===== src/rtl/hdc_class_pkg.sv =====
`default_nettype none
// ============================================================================
// Package     : hdc_class_pkg
// Description : Shared constants and the search FSM state type for the class
//               hypervector search path (query encoder, trainer, search).
// Revision    : 1.0 - initial release
// ============================================================================
package hdc_class_pkg;

    localparam int FRAME_W   = 64;
    localparam int N_FRAMES  = 3;
    localparam int N_CLASSES = 8;
    localparam int ID_W      = $clog2(N_CLASSES);
    localparam int IDX_W     = $clog2(N_FRAMES);
    localparam int DIST_W    = $clog2(FRAME_W * N_FRAMES + 1);
    localparam int POP_W     = $clog2(FRAME_W + 1);

    typedef enum logic [1:0] {
        LOAD   = 2'd0,
        SEARCH = 2'd1,
        DONE   = 2'd2
    } state_t;

endpackage : hdc_class_pkg
`default_nettype wire


===== src/rtl/hvec_popcount.sv =====
`default_nettype none
// ============================================================================
// Module      : hvec_popcount
// Description : Purely combinational population count built as a recursive
//               binary adder tree. Each level splits the vector in half and
//               adds the two sub-counts, so depth grows as log2(FRAME_W).
// Revision    : 1.0 - initial release
// Ports       : vec_i  in   FRAME_W                 vector to count
//               cnt_o  out  $clog2(FRAME_W+1)       number of set bits
// ============================================================================
module hvec_popcount #(
    parameter  int FRAME_W = 64,
    localparam int CNT_W   = $clog2(FRAME_W + 1)
) (
    input  logic [FRAME_W-1:0] vec_i,
    output logic [CNT_W-1:0]   cnt_o
);

    generate
        if (FRAME_W == 1) begin : g_leaf
            assign cnt_o = vec_i;
        end else begin : g_split
            localparam int LO_W  = FRAME_W / 2;
            localparam int HI_W  = FRAME_W - LO_W;
            localparam int LO_CW = $clog2(LO_W + 1);
            localparam int HI_CW = $clog2(HI_W + 1);

            logic [LO_CW-1:0] w_lo;
            logic [HI_CW-1:0] w_hi;

            hvec_popcount #(.FRAME_W(LO_W)) u_lo (
                .vec_i (vec_i[LO_W-1:0]),
                .cnt_o (w_lo)
            );

            hvec_popcount #(.FRAME_W(HI_W)) u_hi (
                .vec_i (vec_i[FRAME_W-1:LO_W]),
                .cnt_o (w_hi)
            );

            assign cnt_o = CNT_W'(w_lo) + CNT_W'(w_hi);
        end
    endgenerate

endmodule : hvec_popcount
`default_nettype wire


===== src/rtl/class_hvec_search.sv =====
`default_nettype none
// ============================================================================
// Module      : class_hvec_search
// Description : Associative search over the class hypervector memory. Loads a
//               query as N_FRAMES frames, then sweeps every class frame by
//               frame, accumulating Hamming distance, and reports the nearest
//               class (lowest index wins ties) with its distance.
// Revision    : 1.0 - initial release
// Ports       : clk           in   1        rising-edge clock
//               rst           in   1        synchronous active-high reset
//               query_valid   in   1        query frame present
//               query_ready   out  1        query frame accepted (LOAD only)
//               query_frame   in   FRAME_W  query frame, in order 0..N_FRAMES-1
//               frame_id      out  ID_W     class select to class memory
//               frame_index   out  IDX_W    frame select to class memory
//               class_vec_in  in   FRAME_W  class memory frame (combinational)
//               result_valid  out  1        result available (DONE)
//               result_ready  in   1        consumer takes result
//               result_class  out  ID_W     nearest class index
//               result_dist   out  DIST_W   Hamming distance of nearest class
//               busy          out  1        high in SEARCH and DONE
// ============================================================================
module class_hvec_search
    import hdc_class_pkg::*;
(
    input  logic               clk,
    input  logic               rst,
    input  logic               query_valid,
    output logic               query_ready,
    input  logic [FRAME_W-1:0] query_frame,
    output logic [ID_W-1:0]    frame_id,
    output logic [IDX_W-1:0]   frame_index,
    input  logic [FRAME_W-1:0] class_vec_in,
    output logic               result_valid,
    input  logic               result_ready,
    output logic [ID_W-1:0]    result_class,
    output logic [DIST_W-1:0]  result_dist,
    output logic               busy
);

    localparam logic [IDX_W-1:0] c_LAST_IDX = IDX_W'(N_FRAMES - 1);
    localparam logic [ID_W-1:0]  c_LAST_ID  = ID_W'(N_CLASSES - 1);

    state_t              state_q,      state_d;
    logic [IDX_W-1:0]    load_cnt_q,   load_cnt_d;
    logic [ID_W-1:0]     frame_id_q,   frame_id_d;
    logic [IDX_W-1:0]    frame_index_q, frame_index_d;
    logic [DIST_W-1:0]   dist_acc_q,   dist_acc_d;
    logic [DIST_W-1:0]   best_dist_q,  best_dist_d;
    logic [ID_W-1:0]     best_class_q, best_class_d;
    logic [FRAME_W-1:0]  query_buf_q [N_FRAMES];

    logic                w_load_en;
    logic [FRAME_W-1:0]  w_xor;
    logic [POP_W-1:0]    w_frame_dist;
    logic [DIST_W-1:0]   w_total;

    // Distance of the currently selected query frame against the memory frame.
    assign w_xor   = query_buf_q[frame_index_q] ^ class_vec_in;
    assign w_total = dist_acc_q + DIST_W'(w_frame_dist);

    hvec_popcount #(.FRAME_W(FRAME_W)) u_popcount (
        .vec_i (w_xor),
        .cnt_o (w_frame_dist)
    );

    // Memory selects are registered; forced to zero while reset is held so
    // every output is quiet during reset.
    assign frame_id    = rst ? '0 : frame_id_q;
    assign frame_index = rst ? '0 : frame_index_q;

    always_comb begin
        state_d       = state_q;
        load_cnt_d    = load_cnt_q;
        frame_id_d    = frame_id_q;
        frame_index_d = frame_index_q;
        dist_acc_d    = dist_acc_q;
        best_dist_d   = best_dist_q;
        best_class_d  = best_class_q;
        w_load_en     = 1'b0;
        query_ready   = 1'b0;
        result_valid  = 1'b0;
        result_class  = '0;
        result_dist   = '0;
        busy          = 1'b0;

        case (state_q)
            LOAD: begin
                query_ready = 1'b1;
                if (query_valid) begin
                    w_load_en = 1'b1;
                    if (load_cnt_q == c_LAST_IDX) begin
                        load_cnt_d    = '0;
                        frame_id_d    = '0;
                        frame_index_d = '0;
                        dist_acc_d    = '0;
                        best_dist_d   = '1;
                        state_d       = SEARCH;
                    end else begin
                        load_cnt_d = load_cnt_q + IDX_W'(1);
                    end
                end
            end

            SEARCH: begin
                busy = 1'b1;
                if (frame_index_q == c_LAST_IDX) begin
                    frame_index_d = '0;
                    dist_acc_d    = '0;
                    // Strict compare with ascending class order keeps the
                    // lowest index on a tie.
                    if (w_total < best_dist_q) begin
                        best_dist_d  = w_total;
                        best_class_d = frame_id_q;
                    end
                    if (frame_id_q == c_LAST_ID) begin
                        frame_id_d = '0;
                        state_d    = DONE;
                    end else begin
                        frame_id_d = frame_id_q + ID_W'(1);
                    end
                end else begin
                    frame_index_d = frame_index_q + IDX_W'(1);
                    dist_acc_d    = w_total;
                end
            end

            DONE: begin
                busy         = 1'b1;
                result_valid = 1'b1;
                result_class = best_class_q;
                result_dist  = best_dist_q;
                if (result_ready) begin
                    state_d = LOAD;
                end
            end

            default: begin
                state_d = LOAD;
            end
        endcase

        if (rst) begin
            w_load_en    = 1'b0;
            query_ready  = 1'b0;
            result_valid = 1'b0;
            result_class = '0;
            result_dist  = '0;
            busy         = 1'b0;
        end
    end

    always_ff @(posedge clk) begin
        if (rst) begin
            state_q       <= LOAD;
            load_cnt_q    <= '0;
            frame_id_q    <= '0;
            frame_index_q <= '0;
            dist_acc_q    <= '0;
            best_dist_q   <= '1;
            best_class_q  <= '0;
        end else begin
            state_q       <= state_d;
            load_cnt_q    <= load_cnt_d;
            frame_id_q    <= frame_id_d;
            frame_index_q <= frame_index_d;
            dist_acc_q    <= dist_acc_d;
            best_dist_q   <= best_dist_d;
            best_class_q  <= best_class_d;
        end
    end

    // Query storage is pure datapath; only written on an accepted beat.
    always_ff @(posedge clk) begin
        if (w_load_en) begin
            query_buf_q[load_cnt_q] <= query_frame;
        end
    end

endmodule : class_hvec_search
`default_nettype wire


===== config.mk =====
export PLATFORM = sky130hd
export DESIGN_NAME = class_hvec_search
export DESIGN_NICKNAME = d
export VERILOG_FILES = /design/src/rtl/hdc_class_pkg.sv /design/src/rtl/hvec_popcount.sv /design/src/rtl/class_hvec_search.sv
export SDC_FILE = /design/constraint.sdc
export NUM_CORES = 1
export LEC_CHECK = 0
export ABC_AREA = 0
export BUFFER_PORTS_ARGS = -buffer_cell sky130_fd_sc_hd__buf_2
export CAP_MARGIN = 15
export CORE_MARGIN = 2
export CORE_UTILIZATION = 45
export DETAILED_ROUTE_END_ITERATION = 10
export PLACE_DENSITY = 0.7
export SLEW_MARGIN = 30
export SYNTH_ARGS = -nofsm -noshare
export SYNTH_HDL_FRONTEND = slang
export SYNTH_SLANG_ARGS = --single-unit

===== constraint.sdc =====
create_clock -name clk -period 13.05 [get_ports clk]
set_clock_uncertainty 0.05 [all_clocks]
set_input_delay 1.305 -clock clk [delete_from_list [all_inputs] [get_ports clk]]
set_output_delay 1.305 -clock clk [all_outputs]
set_load 0.03 [all_outputs]

After elaboration in Yosys (flattened, before gate mapping):

Memory sizes are Yosys's and may differ from the RTL's. A register that Yosys moved wholly into a read port is not among the register bits.
Cells that the tools add are included.

* memories: 1
* word-level logic and storage cells: 141
* register bits after elaboration: 28
* latch bits: 0
* memory bits (writable): 192
* ROM bits: 0

* bitwise logic cells: 1
* multiply operators: 0
* shift operators: 0
* $lt $le $gt $ge: 1
* reduce and logical (&&, ||, !) cells: 9
* div/mod/pow operators: 0
* muxes and demuxes: 44
* add/subtract/negate cells: 67
* equality and inequality tests: 11

Memory list
* query_buf_q: words 3, bits a word 64, rd ports 1, clocked after memory_dff 1, wr ports 1, RTL line class_hvec_search.sv:51 `logic [FRAME_W-1:0] query_buf_q [N_FRAMES];`

Operators by type and width (number)
* $mux 8: 9
* $add 1x1->2: 32
* $xor 64x64->64: 1
* $add 2x2->3: 16
* $add 3x3->4: 8
* $pmux 8 s2: 2
* $mux 2: 12
* $mux 3: 7
* $add 4x4->5: 4
* $add 5x5->6: 2
* $ne 2x2->1 const B: 6
* $mux 1: 11
* $reduce_and 5->1: 2
* $add 8x7->8: 1
* $lt 8x8->1: 1
* $add 6x6->7: 1
* $eq 2x2->1 const B: 3
* $pmux 2 s3: 1
* $pmux 3 s2: 1
* $reduce_and 3->1: 2
* $add 2x1->2 const B: 2
* $pmux 2 s2: 1
* $reduce_and 4->1: 1
* $add 3x1->3 const B: 1
* 6 further kinds: 6

Longest topological paths before layout:

Gate-level depths: netlist of the first run.

* word-level depth: 12
* gate-level depth with buffers: 33

Hierarchy:

From an unflattened synthesis of the first run, not the netlist that was laid out.

* cells, all modules: 1130
* area, all modules: 13102.6 um^2

Modules (own cells, without submodules)
* class_hvec_search: seq. area each 6366.1 um^2, times used 1, area an instance 9534.1 um^2, cells an instance 700
* hvec_popcount at u_popcount.g_split.u_hi.g_split.u_hi.g_split.u_hi.g_split.u_hi ...: seq. area each 0.0 um^2, times used 16, area an instance 51.3 um^2, cells an instance 7
* hvec_popcount at u_popcount.g_split.u_hi.g_split.u_hi.g_split.u_hi ...: seq. area each 0.0 um^2, times used 8, area an instance 95.1 um^2, cells an instance 12
* hvec_popcount at u_popcount.g_split.u_hi.g_split.u_hi ...: seq. area each 0.0 um^2, times used 4, area an instance 136.4 um^2, cells an instance 16
* hvec_popcount at u_popcount.g_split.u_hi.g_split.u_hi.g_split.u_hi.g_split.u_hi.g_split.u_hi.g_split.u_hi ...: seq. area each 0.0 um^2, times used 64, area an instance 7.5 um^2, cells an instance 1
* hvec_popcount at u_popcount.g_split.u_hi.g_split.u_hi.g_split.u_hi.g_split.u_hi.g_split.u_hi ...: seq. area each 0.0 um^2, times used 32, area an instance 12.5 um^2, cells an instance 1
* hvec_popcount at u_popcount.g_split.u_hi ...: seq. area each 0.0 um^2, times used 2, area an instance 158.9 um^2, cells an instance 17
* hvec_popcount at u_popcount: seq. area each 0.0 um^2, times used 1, area an instance 242.7 um^2, cells an instance 28

Least setup slack after synthesis of the first run:

No wires, ideal clock.

* path type: input port to flip-flop
* from: in rst
* to: mem query_buf_q[0][0] (enable)
* path buffers: 0
* setup time: 0.647 ns
* slack: 4.363 ns
* stages: 2
* arrival: 7.991 ns
* cell sequence: nor2b_1 > nor4bb_1

* word-level cells in the longest chain between the ends: 3

RTL lines
* start: declaration: RTL line class_hvec_search.sv:27 `input logic rst,`
* $mux 1: RTL line class_hvec_search.sv:143 `if (rst) begin`
* $mux 1: RTL line class_hvec_search.sv:175 `if (w_load_en) begin`
* $mux 1 (not written as such): RTL line class_hvec_search.sv:176 `query_buf_q[load_cnt_q] <= query_frame;`
* end: declaration: RTL line class_hvec_search.sv:51

Every way passes these cells.

==> results of run 1 <==
[cells by family after synthesis]
| logic type | after synthesis |
|---|---|
| adder cells (fa/ha/maj) | 92 |
| XOR/XNOR | 70 |
| buffers and inverters | 89 |
| flip-flops | 222 |
| multiplexers | 70 |
| AO/OA/AOI/OAI | 113 |
| AND/OR/NAND/NOR | 154 |
[placed cells by master (no fill, tap or decap), types with 22 or more instances in the layout]
cell type	netlist	routed
edfxtp_1	192	192
buf_2	12	150
nand2_1	78	78
mux2i_1	69	69
o21ai_0	69	69
inv_1	58	58
fa_1	56	56
xor2_1	44	44
ha_1	36	36
dfxtp_1	30	28
xnor2_1	25	25
clkbuf_16	0	25
nor2_1	22	22
[worst max path at each step]
stage / cells past startpoint / to / slack (ns)
2_1_floorplan: 2 / query_buf_q[0][0] / 4.36
3_3_place_gp: 28 / best_class_q[2] / 3.60
3_5_place_dp: 29 / best_class_q[0] / 3.47
4_1_cts: 29 / best_class_q[2] / 3.44
5_1_grt: 29 / best_class_q[0] / 2.92
6_report: 29 / best_class_q[2] / 3.51
[flip-flops by register name, summed over array words and instances (netlist names), named ones only]
signal / count
best_class_q: 3
query_buf_q: 192
frame_index_q: 2
state_q: 2
dist_acc_q: 8
load_cnt_q: 2
best_dist_q: 8
frame_id_q: 3
[critical path: cells and delay by family (launching register included)]
family	cells	cell delay [ns]
AO/OA/AOI/OAI	6	1.16
XOR/XNOR	1	0.18
adder cells (fa/ha/maj)	11	5.29
buffers and inverters	5	0.90
flip-flops	1	0.64
multiplexers	2	0.48
AND/OR/NAND/NOR	4	0.62
[per-layer routing]
metal	GRT usage, %	up-vias	wire (um)
met5	0	-	30
met2	32.23	194	11360
met4	4.708	4	507
met1	23.00	3105	9753
met3	2.841	34	1341
li1	-	3165	-
[stage by stage]
stage                     utilization, %  worst slack (ns)  instance area [um^2]
final                              53.45             3.514                 12920
after global routing               53.44             2.916                 12920
after CTS                          53.34             3.440                 12890
after detailed placement           50.26             3.474                 12150
after global placement             50.18             3.602                 12130
after floorplan                        -             4.363                 11050
[cell type report]
class                      instances  share of cell area (%)
tap                              324                   3.137
clock inverter                    12                  0.7358
timing repair buffer             156                   6.380
antenna                            2                 0.03873
sequential                       222                   49.32
multi-input combinational        499                   33.66
clock buffer                      31                   5.015
inverter                          59                   1.714
==> impl_metrics.sql, run 1 <==
INSERT INTO impl_metrics (metric_group, metric, value, unit) VALUES
('setup_path', 'critPathLaunchType', 'register', ''),
('logic_synthesis', 'share_of_synthesized_flip_flops_with_an_asynchronous_set_or_reset', '0', '%'),
('clock_network', 'setup_bufs_post_cts', '0', ''),
('sta', 'fin_tns_setup', '0', 'ns'),
('routing', 'drt-wirelength-per-cell', '17.62', 'um'),
('logic_synthesis', 'ys.warnings.count', '0', ''),
('clock_network', 'clkTransAtPathRegs', '0.06', 'ns'),
('logic_synthesis', 'yosys.cell_types.count', '51', ''),
('setup_path', 'crit_type', 'reg2reg', ''),
('die', 'floorplan.die.width', '160.7', 'um'),
('logic_synthesis', 'cell_with_the_most_instances_after_synthesis', 'edfxtp_1', ''),
('place', 'placed_cells', '1259', ''),
('logic_synthesis', 'synth.top_cell.area_share', '52.19', '%'),
('routing', 'drt.antenna.violating_nets', '0', ''),
('final_layout', 'layout-drive-gt1-share', '20.84', '%'),
('setup_path', 'r2r_setup_slack', '3.51', 'ns'),
('logic_synthesis', 'syn_area', '11050', 'um^2'),
('logic_synthesis', 'ys_top_cells_by_count', 'edfxtp_1, nand2_1, mux2i_1, o21ai_0, inv_1', ''),
('place', 'number_of_input_and_output_port_buffers_inserted', '150', ''),
('logic_synthesis', 'synthCells', '810', ''),
('grt', 'grt_first_pass_wirelength', '35850', 'um'),
('die', 'start_util', '45.70', '%'),
('setup_path', 'crit_path_top_delay_cell', 'buf_4', ''),
('setup_path', 'crit_path_max_fanout', '41', ''),
('final_layout', 'layout.cells.non_filler', '1305', ''),
('logic_synthesis', 'ys_seq_area_share', '57.62', '%'),
('grt', 'grt_max_degree', '75', ''),
('sta', 'period_needed', '9.536', 'ns'),
('sta', 'timing_worst_slew_pin_value', '0.7528', 'ns'),
('sta', 'max_clock_freq', '0.1049', 'GHz'),
('final_layout', 'multiInputGateArea', '4350', 'um^2'),
('sta', 'setup_viol', '0', ''),
('setup_path', 'ff2ff_path_depth', '29', ''),
('sta', 'final_hold_viol_count', '0', ''),
('setup_path', 'crit_path_frequent_cell', 'fa_1', ''),
('logic_synthesis', 'synthFlopType', 'edfxtp_1', ''),
('worst_hold_path', 'hold_class', 'reg2reg', ''),
('clock_network', 'hold_buffer_count_at_cts', '0', ''),
('die', 'core_region_area', '24180', 'um^2'),
('die', 'chipHeight', '160.7', 'um'),
('die', 'design.portCount', '151', ''),
('sta', 'relSlewSlack', '49.81', '%'),
('place', 'detailedPlacementHpwl', '16090', 'um'),
('run', 'max_cap_violations', '0', ''),
('clock_network', 'cts.path.max_buffers', '3', ''),
('place', 'gpl.final_weighted_congestion', '0.7950', ''),
('die', 'row_count', '57', ''),
('grt', 'first_global_vias', '6735', ''),
('logic_synthesis', 'xor_and_xnor_fraction_of_the_mapped_netlist_area', '5.617', '%'),
('worst_hold_path', 'worst_hold_depth', '2', ''),
('routing', 'drt_iter0_drc', '376', ''),
('worst_hold_path', 'worst_hold_path.endpoint', 'best_class_q[2]', ''),
('die', 'floorplan.die_area', '25820', 'um^2'),
('sta', 'rsz0062_at_grt', 'false', ''),
('logic_synthesis', 'synth.net_count', '1034', ''),
('outcome', 'run_status', 'complete, no violations', ''),
('grt', 'antenna_found_initial', '4', ''),
('setup_path', 'worst_path_largest_cell_delay', '0.67', 'ns'),
('routing', 'drt_pre_antenna_iters', '4', ''),
('clock_network', 'cts_tree', 'done', ''),
('final_layout', 'area_growth', '16.98', '%'),
('logic_synthesis', 'edff_count_synth', '192', ''),
('setup_path', 'crit_path_end_kind', 'register', ''),
('logic_synthesis', 'synth_top_cells_by_area', 'edfxtp_1, fa_1, mux2i_1', ''),
('logic_synthesis', 'synth_simple_gate_area_share', '6.580', '%'),
('logic_synthesis', 'yosysTopAreaCell', 'edfxtp_1', ''),
('logic_synthesis', 'synth_compound_area_share', '6.308', '%'),
('sta', 'timing_max_transition_violations_final', '0', ''),
('logic_synthesis', 'synthAdderAreaFrac', '14.22', '%'),
('final_layout', 'layout.filler_cells', '2051', ''),
('final_layout', 'combined_flip_flop_and_latch_cell_area', '6374', 'um^2');
Power of run 1 is not shown: default switching activity piles up to over one toggle a cycle in this logic, so the estimate is an artifact.
==> run 2, diff against run 1 <==
PLACE_DENSITY = 0.72   (was 0.7)
clock period = 7.8 ns   (was 13.05 ns; I/O delays follow)
==> impl_metrics.sql, run 2 (same netlist as run 1, synthesis figures left out) <==
INSERT INTO impl_metrics (metric_group, metric, value, unit) VALUES
('die', 'start_util', '45.70', '%'),
('grt', 'grt_first_pass_wirelength', '35940', 'um'),
('setup_path', 'crit_type', 'reg2reg', ''),
('routing', 'drt.antenna.violating_nets', '0', ''),
('routing', 'drt_wirelength', '23310', 'um'),
('final_layout', 'antenna-diode-count', '0', ''),
('routing', 'post_drt_via_cell_ratio', '4.991', ''),
('setup_path', 'worst_path_largest_cell_delay', '0.61', 'ns'),
('clock_network', 'cts_num_sinks', '222', ''),
('grt', 'antenna_found_initial', '4', ''),
('routing', 'drt_pre_antenna_iters', '4', ''),
('setup_path', 'critPathTopFamily', 'adder cells', ''),
('clock_network', 'tritoncts.num_buffers', '23', ''),
('final_layout', 'most-common-layout-cells', 'edfxtp_1, buf_2, nand2_1', ''),
('final_layout', 'registers.top_by_ff_count', 'query_buf_q', ''),
('clock_network', 'hold_buffer_count_at_cts', '0', ''),
('sta', 'final_hold_viol_count', '0', ''),
('routing', 'drt_iter0_drc', '373', ''),
('die', 'row_count', '57', ''),
('setup_path', 'crit_path_top_delay_cell', 'fa_1', ''),
('final_layout', 'final_net_count', '1232', ''),
('final_layout', 'combined_flip_flop_and_latch_cell_area', '6374', 'um^2'),
('final_layout', 'largest_register_ffs', '192', ''),
('place', 'gpl.final_weighted_congestion', '0.8135', ''),
('sta', 'rsz0062_at_grt', 'true', ''),
('die', 'core_region_area', '24180', 'um^2'),
('final_layout', 'layout.core_utilization', '55.33', '%'),
('clock_network', 'clock_insertion_delay_worst_skew', '0.52', 'ns'),
('clock_network', 'htree_num_levels', '1', ''),
('setup_path', 'cp_data_required_time', '8.15', 'ns'),
('grt', 'grt_max_degree', '65', ''),
('sta', 'timing_max_transition_violations_final', '0', ''),
('sta', 'max_clock_freq', '0.1241', 'GHz'),
('place', 'number_of_input_and_output_port_buffers_inserted', '150', ''),
('routing', 'num_vias', '6708', ''),
('setup_path', 'crit_path_end_kind', 'register', ''),
('sta', 'min_period_over_period', '103.3', '%'),
('final_layout', 'final_common_cell', 'edfxtp_1', ''),
('final_layout', 'layout-drive-gt1-share', '26.18', '%'),
('final_layout', 'area_growth', '21.08', '%'),
('clock_network', 'root_buffer_cell', 'clkbuf_16', ''),
('sta', 'timing_worst_slew_pin_value', '0.9630', 'ns'),
('clock_network', 'clkTransAtPathRegs', '0.06', 'ns'),
('outcome', 'run_status', 'complete, but fails checks', ''),
('die', 'design.portCount', '151', ''),
('grt', 'grtUsageTotal', '18.17', '%'),
('setup_path', 'critPathLaunchType', 'register', ''),
('outcome', 'failing_checks', 'setup timing', ''),
('setup_path', 'crit_path_frequent_cell', 'fa_1', ''),
('clock_network', 'cts_tree', 'done', ''),
('die', 'floorplan.die_area', '25820', 'um^2'),
('setup_path', 'crit_path_max_fanout', '11', ''),
('die', 'chipHeight', '160.7', 'um'),
('die', 'floorplan.die.width', '160.7', 'um'),
('sta', 'relSlewSlack', '35.80', '%'),
('setup_path', 'critical_path.n_buffers_inverters', '6', ''),
('final_layout', 'layout.filler_cells', '2001', ''),
('place', 'detailedPlacementHpwl', '17030', 'um'),
('clock_network', 'cts.path.max_buffers', '3', ''),
('grt', 'total_congestion_overflow_after_global_routing', '0', ''),
('sta', 'period_needed', '8.057', 'ns'),
('routing', 'drt_drc_violations_left', '0', ''),
('run', 'max_cap_violations', '0', ''),
('sta', 'finalWorstSetupSlack', '-0.2571', 'ns'),
('setup_path', 'worst-endpoint-arrival', '8.40', 'ns'),
('sta', 'setup_viol', '11', ''),
('grt', 'first_global_vias', '6794', ''),
('routing', 'drt-wirelength-per-cell', '17.34', 'um'),
('final_layout', 'multiInputGateArea', '4428', 'um^2'),
('final_layout', 'reg.largest.list', 'query_buf_q: 192 flops, best_dist_q: 8 flops, dist_acc_q: 8 flops', ''),
('worst_hold_path', 'hold_class', 'in2reg', '');
## run 2: worst paths after layout
kind / start / endpoint / slack (ns) / cells after the start
setup / recovery: register / best_dist_q[7] / -0.26 / 29
hold / removal: query_frame[45] / query_buf_q[2][45] / 0.41 / 1
setup reg to reg: register / best_dist_q[7] / -0.26 / 29
hold reg to reg: best_class_q[2] / best_class_q[2] / 0.45 / 2
## run 2: per-layer routing
layer	vias to the layer above	track usage (%)	part of all wire (%)
met1	3215	23.90	42
met3	44	3.073	5.6
met2	191	31.37	50
li1	3252	-	-
met4	6	4.992	2.5
met5	-	0	0.16
## run 2: final cells by class
type / count / share of cell area [%]
tap: 324 / 3.031
inverter: 59 / 1.656
multi-input combinational: 499 / 33.10
clock inverter: 11 / 0.7576
timing repair buffer: 203 / 9.419
sequential: 222 / 47.65
clock buffer: 26 / 4.387
## run 2: metrics by stage
step | setup WS (ns) | hold WS [ns] | instance area (um^2) | setup TNS [ns] | std cells
floorplan | 0.007884 | 0.4015 | 11140 | 0 | 810
global placement | -0.2138 | 0.4244 | 12540 | -2.106 | 1300
detailed placement | -0.4073 | 0.4425 | 12560 | -3.876 | 1301
CTS | -0.2937 | 0.3859 | 13300 | -2.881 | 1343
global route | -0.5766 | 0.3941 | 13380 | -5.888 | 1344
finish | -0.2571 | 0.4050 | 13380 | -2.448 | 1344
## run 2: timing repair
action	in CTS	in global routing
buffers inserted	5	0
endpoints found under the setup margin	11	11
gates resized for setup	6	30
pin swaps	12	19
## run 2: worst register-to-register path, delay by kind of cell, from the launching register on
family | cells | cell delay, ns
adder cells (fa/ha/maj) | 11 | 5.16
AO/OA/AOI/OAI | 7 | 0.97
buffers and inverters | 6 | 0.68
flip-flops | 1 | 0.39
AND/OR/NAND/NOR | 3 | 0.33
multiplexers | 1 | 0.20
XOR/XNOR | 1 | 0.17
Power of run 2 is left out for the same reason.
